$ cat src/rtl/cla_pkg.sv
// Shared constants and helpers for the pipelined carry-lookahead adder/subtractor.
//   GW     : bits per lookahead group
//   NSTAGE : number of register stages (valid bits are kept as an NSTAGE-wide vector)
package cla_pkg;

  localparam int unsigned GW     = 4;
  localparam int unsigned NSTAGE = 2;

  // Adds a late-arriving group carry-in to a group sum that was formed with carry-in 0.
  // The carry out of this increment is not needed: the lookahead prefix already
  // accounts for it in the next group's carry-in.
  function automatic logic [GW-1:0] grp_inc(logic [GW-1:0] s, logic c);
    return s + {{(GW-1){1'b0}}, c};
  endfunction

endpackage

$ cat src/rtl/cla_addsub_pipe_if.sv
// Operand/result bus for cla_addsub_pipe.
//   in_valid/in_ready   : operand handshake (A, B, C0, sub)
//   out_valid/out_ready : result handshake (sum, carry, ovf)
// master = producer of operands / consumer of results; slave = the adder.
interface cla_addsub_pipe_if #(
  parameter int unsigned m = 16
) ();

  logic         in_valid;
  logic         in_ready;
  logic [m-1:0] A;
  logic [m-1:0] B;
  logic         C0;
  logic         sub;
  logic         out_valid;
  logic         out_ready;
  logic [m:0]   sum;
  logic         carry;
  logic         ovf;

  modport master (
    output in_valid, A, B, C0, sub, out_ready,
    input  in_ready, out_valid, sum, carry, ovf
  );

  modport slave (
    input  in_valid, A, B, C0, sub, out_ready,
    output in_ready, out_valid, sum, carry, ovf
  );

endinterface

$ cat src/rtl/cla_group4.sv
// One 4-bit carry-lookahead group.
//   a_i, b_i : group operand bits
//   c_i      : group carry-in
//   g_o, p_o : group generate / propagate (independent of c_i)
//   s_o      : group sum using c_i
module cla_group4
  import cla_pkg::*;
(
  input  logic [GW-1:0] a_i,
  input  logic [GW-1:0] b_i,
  input  logic          c_i,
  output logic          g_o,
  output logic          p_o,
  output logic [GW-1:0] s_o
);

  logic [GW-1:0] g;
  logic [GW-1:0] p;
  logic [GW-1:0] c;

  assign g = a_i & b_i;
  assign p = a_i ^ b_i;

  // Flattened lookahead inside the group; no bit-to-bit ripple.
  assign c[0] = c_i;
  assign c[1] = g[0] | (p[0] & c_i);
  assign c[2] = g[1] | (p[1] & g[0]) | (p[1] & p[0] & c_i);
  assign c[3] = g[2] | (p[2] & g[1]) | (p[2] & p[1] & g[0]) | (p[2] & p[1] & p[0] & c_i);

  assign g_o = g[3] | (p[3] & g[2]) | (p[3] & p[2] & g[1]) | (p[3] & p[2] & p[1] & g[0]);
  assign p_o = &p;
  assign s_o = p ^ c;

endmodule

$ cat src/rtl/cla_addsub_pipe.sv
// Two-stage pipelined carry-lookahead adder/subtractor with valid/ready handshakes.
//   clk   : clock, rising edge
//   rst_n : synchronous active-low reset
//   bus   : cla_addsub_pipe_if slave (operands in, results out)
// S1 holds per-group G/P, per-group sums formed with group carry-in 0 (group 0 uses the
// real carry-in), the effective carry-in and the operand sign bits. The S1->S2 path
// resolves group carries with a Kogge-Stone prefix and increments each group sum.
// m must be a multiple of GW and at least 8.
module cla_addsub_pipe
  import cla_pkg::*;
#(
  parameter int unsigned m = 16
) (
  input logic              clk,
  input logic              rst_n,
  cla_addsub_pipe_if.slave bus
);

  localparam int unsigned NG   = m / GW;
  localparam int unsigned NC   = NG + 1;  // prefix element 0 carries the external carry-in
  localparam int unsigned NLVL = $clog2(NC);

  // ---------------------------------------------------------------- stage 0 (comb)
  logic [m-1:0]  b_eff;
  logic          cin_eff;
  logic [NG-1:0] grp_cin;
  logic [NG-1:0] grp_g;
  logic [NG-1:0] grp_p;
  logic [m-1:0]  grp_s;

  // Subtraction is A + ~B + ~C0; a borrow-in becomes an inverted carry-in.
  assign b_eff   = bus.sub ? ~bus.B : bus.B;
  assign cin_eff = bus.sub ? ~bus.C0 : bus.C0;
  assign grp_cin = {{(NG-1){1'b0}}, cin_eff};

  for (genvar gi = 0; gi < NG; gi++) begin : g_grp
    cla_group4 u_grp (
      .a_i (bus.A[gi*GW +: GW]),
      .b_i (b_eff[gi*GW +: GW]),
      .c_i (grp_cin[gi]),
      .g_o (grp_g[gi]),
      .p_o (grp_p[gi]),
      .s_o (grp_s[gi*GW +: GW])
    );
  end

  // ---------------------------------------------------------------- state
  logic [NSTAGE-1:0] vld_q, vld_d;  // [0] = S1 valid, [1] = S2 valid
  logic [NG-1:0]     s1_g_q, s1_g_d;
  logic [NG-1:0]     s1_p_q, s1_p_d;
  logic [m-1:0]      s1_s_q, s1_s_d;
  logic              s1_cin_q, s1_cin_d;
  logic              s1_sub_q, s1_sub_d;
  logic              s1_a_msb_q, s1_a_msb_d;
  logic              s1_b_msb_q, s1_b_msb_d;
  logic [m:0]        sum_q, sum_d;
  logic              carry_q, carry_d;
  logic              ovf_q, ovf_d;

  // ---------------------------------------------------------------- handshake
  logic s2_ready;
  logic s1_adv;
  logic in_ready;
  logic in_fire;

  assign s2_ready = ~vld_q[1] | bus.out_ready;
  assign s1_adv   = vld_q[0] & s2_ready;
  assign in_ready = ~vld_q[0] | s2_ready;
  assign in_fire  = bus.in_valid & in_ready;

  // ---------------------------------------------------------------- S1 -> S2 (comb)
  logic [NC-1:0] pfx_g [NLVL+1];
  logic [NC-1:0] pfx_p [NLVL+1];
  logic [NC-1:0] gcar;
  logic [m-1:0]  sum_lo;
  logic          carry_int;
  logic          carry_nx;
  logic          ovf_nx;

  // After the last level, pfx_g[NLVL][i] is the carry into group i.
  always_comb begin
    pfx_g[0] = {s1_g_q, s1_cin_q};
    pfx_p[0] = {s1_p_q, 1'b0};
    for (int l = 0; l < int'(NLVL); l++) begin
      pfx_g[l+1] = pfx_g[l];
      pfx_p[l+1] = pfx_p[l];
      for (int i = (1 << l); i < int'(NC); i++) begin
        pfx_g[l+1][i] = pfx_g[l][i] | (pfx_p[l][i] & pfx_g[l][i-(1<<l)]);
        pfx_p[l+1][i] = pfx_p[l][i] & pfx_p[l][i-(1<<l)];
      end
    end
  end

  assign gcar = pfx_g[NLVL];

  // Group 0 already absorbed the carry-in in stage 0.
  always_comb begin
    sum_lo = '0;
    for (int i = 0; i < int'(NG); i++) begin
      sum_lo[i*GW +: GW] = grp_inc(s1_s_q[i*GW +: GW], (i != 0) && gcar[i]);
    end
  end

  assign carry_int = gcar[NG];
  assign carry_nx  = s1_sub_q ^ carry_int;
  assign ovf_nx    = (s1_a_msb_q == s1_b_msb_q) & (sum_lo[m-1] != s1_a_msb_q);

  // ---------------------------------------------------------------- next state
  always_comb begin
    vld_d      = vld_q;
    s1_g_d     = s1_g_q;
    s1_p_d     = s1_p_q;
    s1_s_d     = s1_s_q;
    s1_cin_d   = s1_cin_q;
    s1_sub_d   = s1_sub_q;
    s1_a_msb_d = s1_a_msb_q;
    s1_b_msb_d = s1_b_msb_q;
    sum_d      = sum_q;
    carry_d    = carry_q;
    ovf_d      = ovf_q;

    if (in_fire) begin
      vld_d[0]   = 1'b1;
      s1_g_d     = grp_g;
      s1_p_d     = grp_p;
      s1_s_d     = grp_s;
      s1_cin_d   = cin_eff;
      s1_sub_d   = bus.sub;
      s1_a_msb_d = bus.A[m-1];
      s1_b_msb_d = b_eff[m-1];
    end else if (s1_adv) begin
      vld_d[0] = 1'b0;
    end

    if (s2_ready) begin
      vld_d[1] = vld_q[0];
      if (vld_q[0]) begin
        sum_d   = {carry_nx, sum_lo};
        carry_d = carry_nx;
        ovf_d   = ovf_nx;
      end
    end
  end

  always_ff @(posedge clk) begin
    if (!rst_n) begin
      vld_q      <= '0;
      s1_g_q     <= '0;
      s1_p_q     <= '0;
      s1_s_q     <= '0;
      s1_cin_q   <= 1'b0;
      s1_sub_q   <= 1'b0;
      s1_a_msb_q <= 1'b0;
      s1_b_msb_q <= 1'b0;
      sum_q      <= '0;
      carry_q    <= 1'b0;
      ovf_q      <= 1'b0;
    end else begin
      vld_q      <= vld_d;
      s1_g_q     <= s1_g_d;
      s1_p_q     <= s1_p_d;
      s1_s_q     <= s1_s_d;
      s1_cin_q   <= s1_cin_d;
      s1_sub_q   <= s1_sub_d;
      s1_a_msb_q <= s1_a_msb_d;
      s1_b_msb_q <= s1_b_msb_d;
      sum_q      <= sum_d;
      carry_q    <= carry_d;
      ovf_q      <= ovf_d;
    end
  end

  // ---------------------------------------------------------------- outputs
  assign bus.in_ready  = in_ready;
  assign bus.out_valid = vld_q[1];
  assign bus.sum       = sum_q;
  assign bus.carry     = carry_q;
  assign bus.ovf       = ovf_q;

endmodule
$ cat src/flat_wrapper.sv
// flat-port wrapper written by rule: the top's interface ports become plain ports
module cla_addsub_pipe_flat import cla_pkg::*;
#(
  parameter int unsigned m = 16
)
  (clk, rst_n, bus_in_valid, bus_A, bus_B, bus_C0, bus_sub, bus_out_ready, bus_in_ready, bus_out_valid, bus_sum, bus_carry, bus_ovf);
  cla_addsub_pipe_if #(.m(m)) bus_i ();
  input logic clk;
  input logic rst_n;
  input wire logic [$bits(bus_i.in_valid)-1:0] bus_in_valid;
  input wire logic [$bits(bus_i.A)-1:0] bus_A;
  input wire logic [$bits(bus_i.B)-1:0] bus_B;
  input wire logic [$bits(bus_i.C0)-1:0] bus_C0;
  input wire logic [$bits(bus_i.sub)-1:0] bus_sub;
  input wire logic [$bits(bus_i.out_ready)-1:0] bus_out_ready;
  output wire logic [$bits(bus_i.in_ready)-1:0] bus_in_ready;
  output wire logic [$bits(bus_i.out_valid)-1:0] bus_out_valid;
  output wire logic [$bits(bus_i.sum)-1:0] bus_sum;
  output wire logic [$bits(bus_i.carry)-1:0] bus_carry;
  output wire logic [$bits(bus_i.ovf)-1:0] bus_ovf;
  assign bus_i.in_valid = bus_in_valid;
  assign bus_i.A = bus_A;
  assign bus_i.B = bus_B;
  assign bus_i.C0 = bus_C0;
  assign bus_i.sub = bus_sub;
  assign bus_i.out_ready = bus_out_ready;
  assign bus_in_ready = bus_i.in_ready;
  assign bus_out_valid = bus_i.out_valid;
  assign bus_sum = bus_i.sum;
  assign bus_carry = bus_i.carry;
  assign bus_ovf = bus_i.ovf;
  cla_addsub_pipe #(.m(m)) u_core (.clk(clk), .rst_n(rst_n), .bus(bus_i));
endmodule
$ cat config.mk
export PLATFORM = sky130hd
export DESIGN_NAME = cla_addsub_pipe_flat
export DESIGN_NICKNAME = d
export VERILOG_FILES = /design/src/rtl/cla_pkg.sv /design/src/rtl/cla_addsub_pipe_if.sv /design/src/rtl/cla_group4.sv /design/src/rtl/cla_addsub_pipe.sv /design/src/flat_wrapper.sv
export SDC_FILE = /design/constraint.sdc
export NUM_CORES = 1
export LEC_CHECK = 0
export CORE_MARGIN = 3
export CORE_UTILIZATION = 55
export DETAILED_ROUTE_END_ITERATION = 16
export MAX_ROUTING_LAYER = met4
export PLACE_DENSITY = 0.86
export SYNTH_ARGS = -nofsm -noshare
export SYNTH_HDL_FRONTEND = slang
export SYNTH_SLANG_ARGS = --single-unit
$ cat constraint.sdc
create_clock -name clk -period 4.95 [get_ports clk]
set_input_delay 0.99 -clock clk [delete_from_list [all_inputs] [get_ports clk]]
set_output_delay 0.99 -clock clk [all_outputs]
set_load 0.01 [all_outputs]
==> reports/metrics.cfg <==
[finish]
leading_cell_types_in_the_layout_fill_and_taps_excluded=sky130_fd_sc_hd__nand2_1, sky130_fd_sc_hd__clkdlybuf4s50_1, sky130_fd_sc_hd__dfxtp_1, sky130_fd_sc_hd__a21boi_0, sky130_fd_sc_hd__ha_1
final_net_count=409
antenna_cells=0
post_route_cells_drive_above_1_share=0.0292
fillCellCount=420
final_common_cell=sky130_fd_sc_hd__nand2_1
post-route-util=0.702
flow.area_growth_from_synthesis_pct=22.2

[yosys]
synthesis.instances=298
synth_cell_type_count=42
synth_warnings=0
synthDominantAreaCellType=sky130_fd_sc_hd__dfxtp_1
asyncSetResetFlopFracSynth=0
yosys-top-cells-area=sky130_fd_sc_hd__dfxtp_1, sky130_fd_sc_hd__ha_1, sky130_fd_sc_hd__nand2_1
synth-edff-count=0
syn_area_um2=2730
synth_area_per_cell_um2=9.17
synth_seq_area_share=0.352
postSynthNetCount=362
ys_dominant_reg_cell=sky130_fd_sc_hd__dfxtp_1
synth-seq-cells=48
synthDominantCellAreaShare=0.352

[global_route]
globalRoute.totalOverflow=0
grt_usage=0.201
antenna_found_initial=0
grt_start_max_net_pins=56
first_pass_grt_wire_length_um=9400
grt_pass1_vias=2084

[routing]
route.vias.total=2219
route.detailed.drc=0
drt_first_pass_iters=4
wire_per_inst_um=13.6
detail_route.vias_per_cell=5.41
postRouteAntennaNets=0
totalWireLength_um=5580
detailedRoute.firstIterationViolations=129

[power_and_ir_drop]
power.density_cell_area_nw_per_um2=263
worst_ir_drop_vdd_mv=0.107
total_leakage_power_uw=0.00143

[floorplanning]
initial_core_util=0.575
die_h_um=76.5
pin_count=59
die_area_um2=5850
std_cell_rows=25
floorplan.die.width_um=76.5
core_area_um2=4750

[sta]
post_layout_min_period_ns=3.29
final.setup.tns_ns=0
finClkSkew_ns=0.00449
total_of_endpoints_with_negative_setup_slack_in_the_final_report=0
finalMaxSlewViolations=0
timing_worst_slew_pin_value_ns=1.04
clock.fmax_mhz=304
hold_viol_final=0
worst_slew_margin_rel=0.308
fin_crit_sh=0.665
unrepaired_setup_endpoints_after_global_routing=false

[cts]
clock_sink_count=48
tritoncts=built
clkLatencyLatePin_ns=0.30
clock_tree.htree_level_count=2
maximum_clock_path_buffer_count=2
cts-buffers-inserted=5
postCtsSetupRepairBufs=0
cts.root.buffer_cell=sky130_fd_sc_hd__clkbuf_8
holdBufCountCts=0
cts.repair.resized=0
path_clk_slew_ns=0.08

[critical_path]
crit_path_max_incr_delay_ns=0.95
critical_path.slowest_cell=sky130_fd_sc_hd__clkdlybuf4s50_1
worstSetupPathType=in -> reg
cpLargestDelayFamily=buffers and inverters
worstSetupStartpointType=primary input
buffering_stage_count_on_the_worst_path_with_inverters_included=1
worst-path-max-fanout=18
timing.critical_path.to_type=register
crit_path_cell_trace=clkdlybuf4s50_1 > xor2_1 > ha_1 > a21oi_1 > o22ai_2 > or3_1 > nand4_1
worstPathArrival_ns=3.53
worst_ep_required_time_ns=5.19

[placement]
detailedPlacementHpwl_um=4220
gp_congestion=0.775
portBuffers=58

[job]
maxCapViolCount=0

[run_status]
run_status=completed

[min_path]
hold_path.class=reg -> reg

## layer usage
metal  wire length [µm]  GRT usage  up-vias
li1                   -          -     1126
met3                292     0.0366        7
met2               2670      0.330       66
met5                  0          -        -
met4                 64     0.0543        0
met1               2550      0.255     1020
## stage by stage
step	instances	cell area, µm²	hold slack, ns	total power [µW]	worst slack [ns]
3_3_place_gp	405	3270	0.451	665	1.42
2_1_floorplan	298	2730	0.441	594	2.31
3_5_place_dp	405	3270	0.458	675	1.32
6_report	410	3340	0.464	877	1.66
5_1_grt	410	3340	0.487	924	1.44
4_1_cts	410	3340	0.468	881	1.63
## area by class of cell
cell class | instances | area, µm² | area share
Timing Repair Buffer | 59 | 588 | 0.176
Inverter | 6 | 22.5 | 0.00674
Multi-Input combinational cell | 225 | 1620 | 0.484
Tap cell | 67 | 83.8 | 0.0251
Clock buffer | 5 | 68.8 | 0.0206
Sequential cell | 48 | 961 | 0.288
## cell usage after synthesis (2+ instances only)
cell type,count
sky130_fd_sc_hd__dfxtp_1,48
sky130_fd_sc_hd__and4_1,4
sky130_fd_sc_hd__nand4b_1,2
sky130_fd_sc_hd__o211a_1,10
sky130_fd_sc_hd__nor3_1,3
sky130_fd_sc_hd__a22o_1,3
sky130_fd_sc_hd__o32ai_1,3
sky130_fd_sc_hd__buf_6,4
sky130_fd_sc_hd__and3_1,2
sky130_fd_sc_hd__xor2_1,19
sky130_fd_sc_hd__ha_1,22
sky130_fd_sc_hd__and2_1,4
sky130_fd_sc_hd__nand2_1,65
sky130_fd_sc_hd__fa_1,4
sky130_fd_sc_hd__or3_1,2
sky130_fd_sc_hd__o21ai_0,7
sky130_fd_sc_hd__a21oi_1,5
sky130_fd_sc_hd__buf_2,5
sky130_fd_sc_hd__clkbuf_1,5
sky130_fd_sc_hd__nand3_1,7
sky130_fd_sc_hd__a21o_1,6
sky130_fd_sc_hd__buf_4,4
sky130_fd_sc_hd__inv_1,6
sky130_fd_sc_hd__a21boi_0,25
sky130_fd_sc_hd__nand4_1,2
sky130_fd_sc_hd__xnor2_1,7
sky130_fd_sc_hd__a211oi_1,3
sky130_fd_sc_hd__nor2_1,7
## final timing paths
path / depth (start not counted) / slack (ns) / to / from
max: 7 / 1.66 / u_core.s1_s_q[3] / bus_sub
min: 2 / 0.46 / u_core.bus.sum[9] / u_core.bus.sum[9]
max reg2reg: 8 / 3.06 / u_core.bus.ovf / u_core.s1_cin_q
min reg2reg: 2 / 0.46 / u_core.bus.sum[9] / u_core.bus.sum[9]
## cells by family after synthesis
family                   share of synthesized area
AO/OA/AOI/OAI                                0.193
XOR/XNOR                                    0.0934
adder cells (fa/ha/maj)                      0.130
buffers and inverters                       0.0572
flip-flops                                   0.352
AND/OR/NAND/NOR                              0.174
## power breakdown
| part | leakage (µW) | internal, µW | total (µW) | switching, µW |
|---|---|---|---|---|
| Clock | 0.0000359 | 91.2 | 209 | 118 |
| Sequential | 0.000394 | 416 | 438 | 21.2 |
| Combinational | 0.00100 | 119 | 230 | 111 |
## sequential cells by signal, indices dropped and copies added, names as in the netlist
name / flops
u_core.bus.sum: 16
u_core.bus.carry: 1
u_core.s1_cin_q: 1
u_core.s1_sub_q: 1
u_core.vld_q: 2
u_core.bus.ovf: 1
u_core.s1_s_q: 16
u_core.s1_p_q: 4
u_core.s1_g_q: 4
u_core.s1_a_msb_q: 1
u_core.s1_b_msb_q: 1
## worst reg2reg max path, delay by kind of cell (launching register included)
family | cells | cell delay (ns)
flops | 1 | 0.32
fa+ha+maj | 1 | 0.21
xor+xnor | 1 | 0.10
compound gates | 4 | 0.78
simple gates | 2 | 0.41
(Power assumes the default switching activity.)
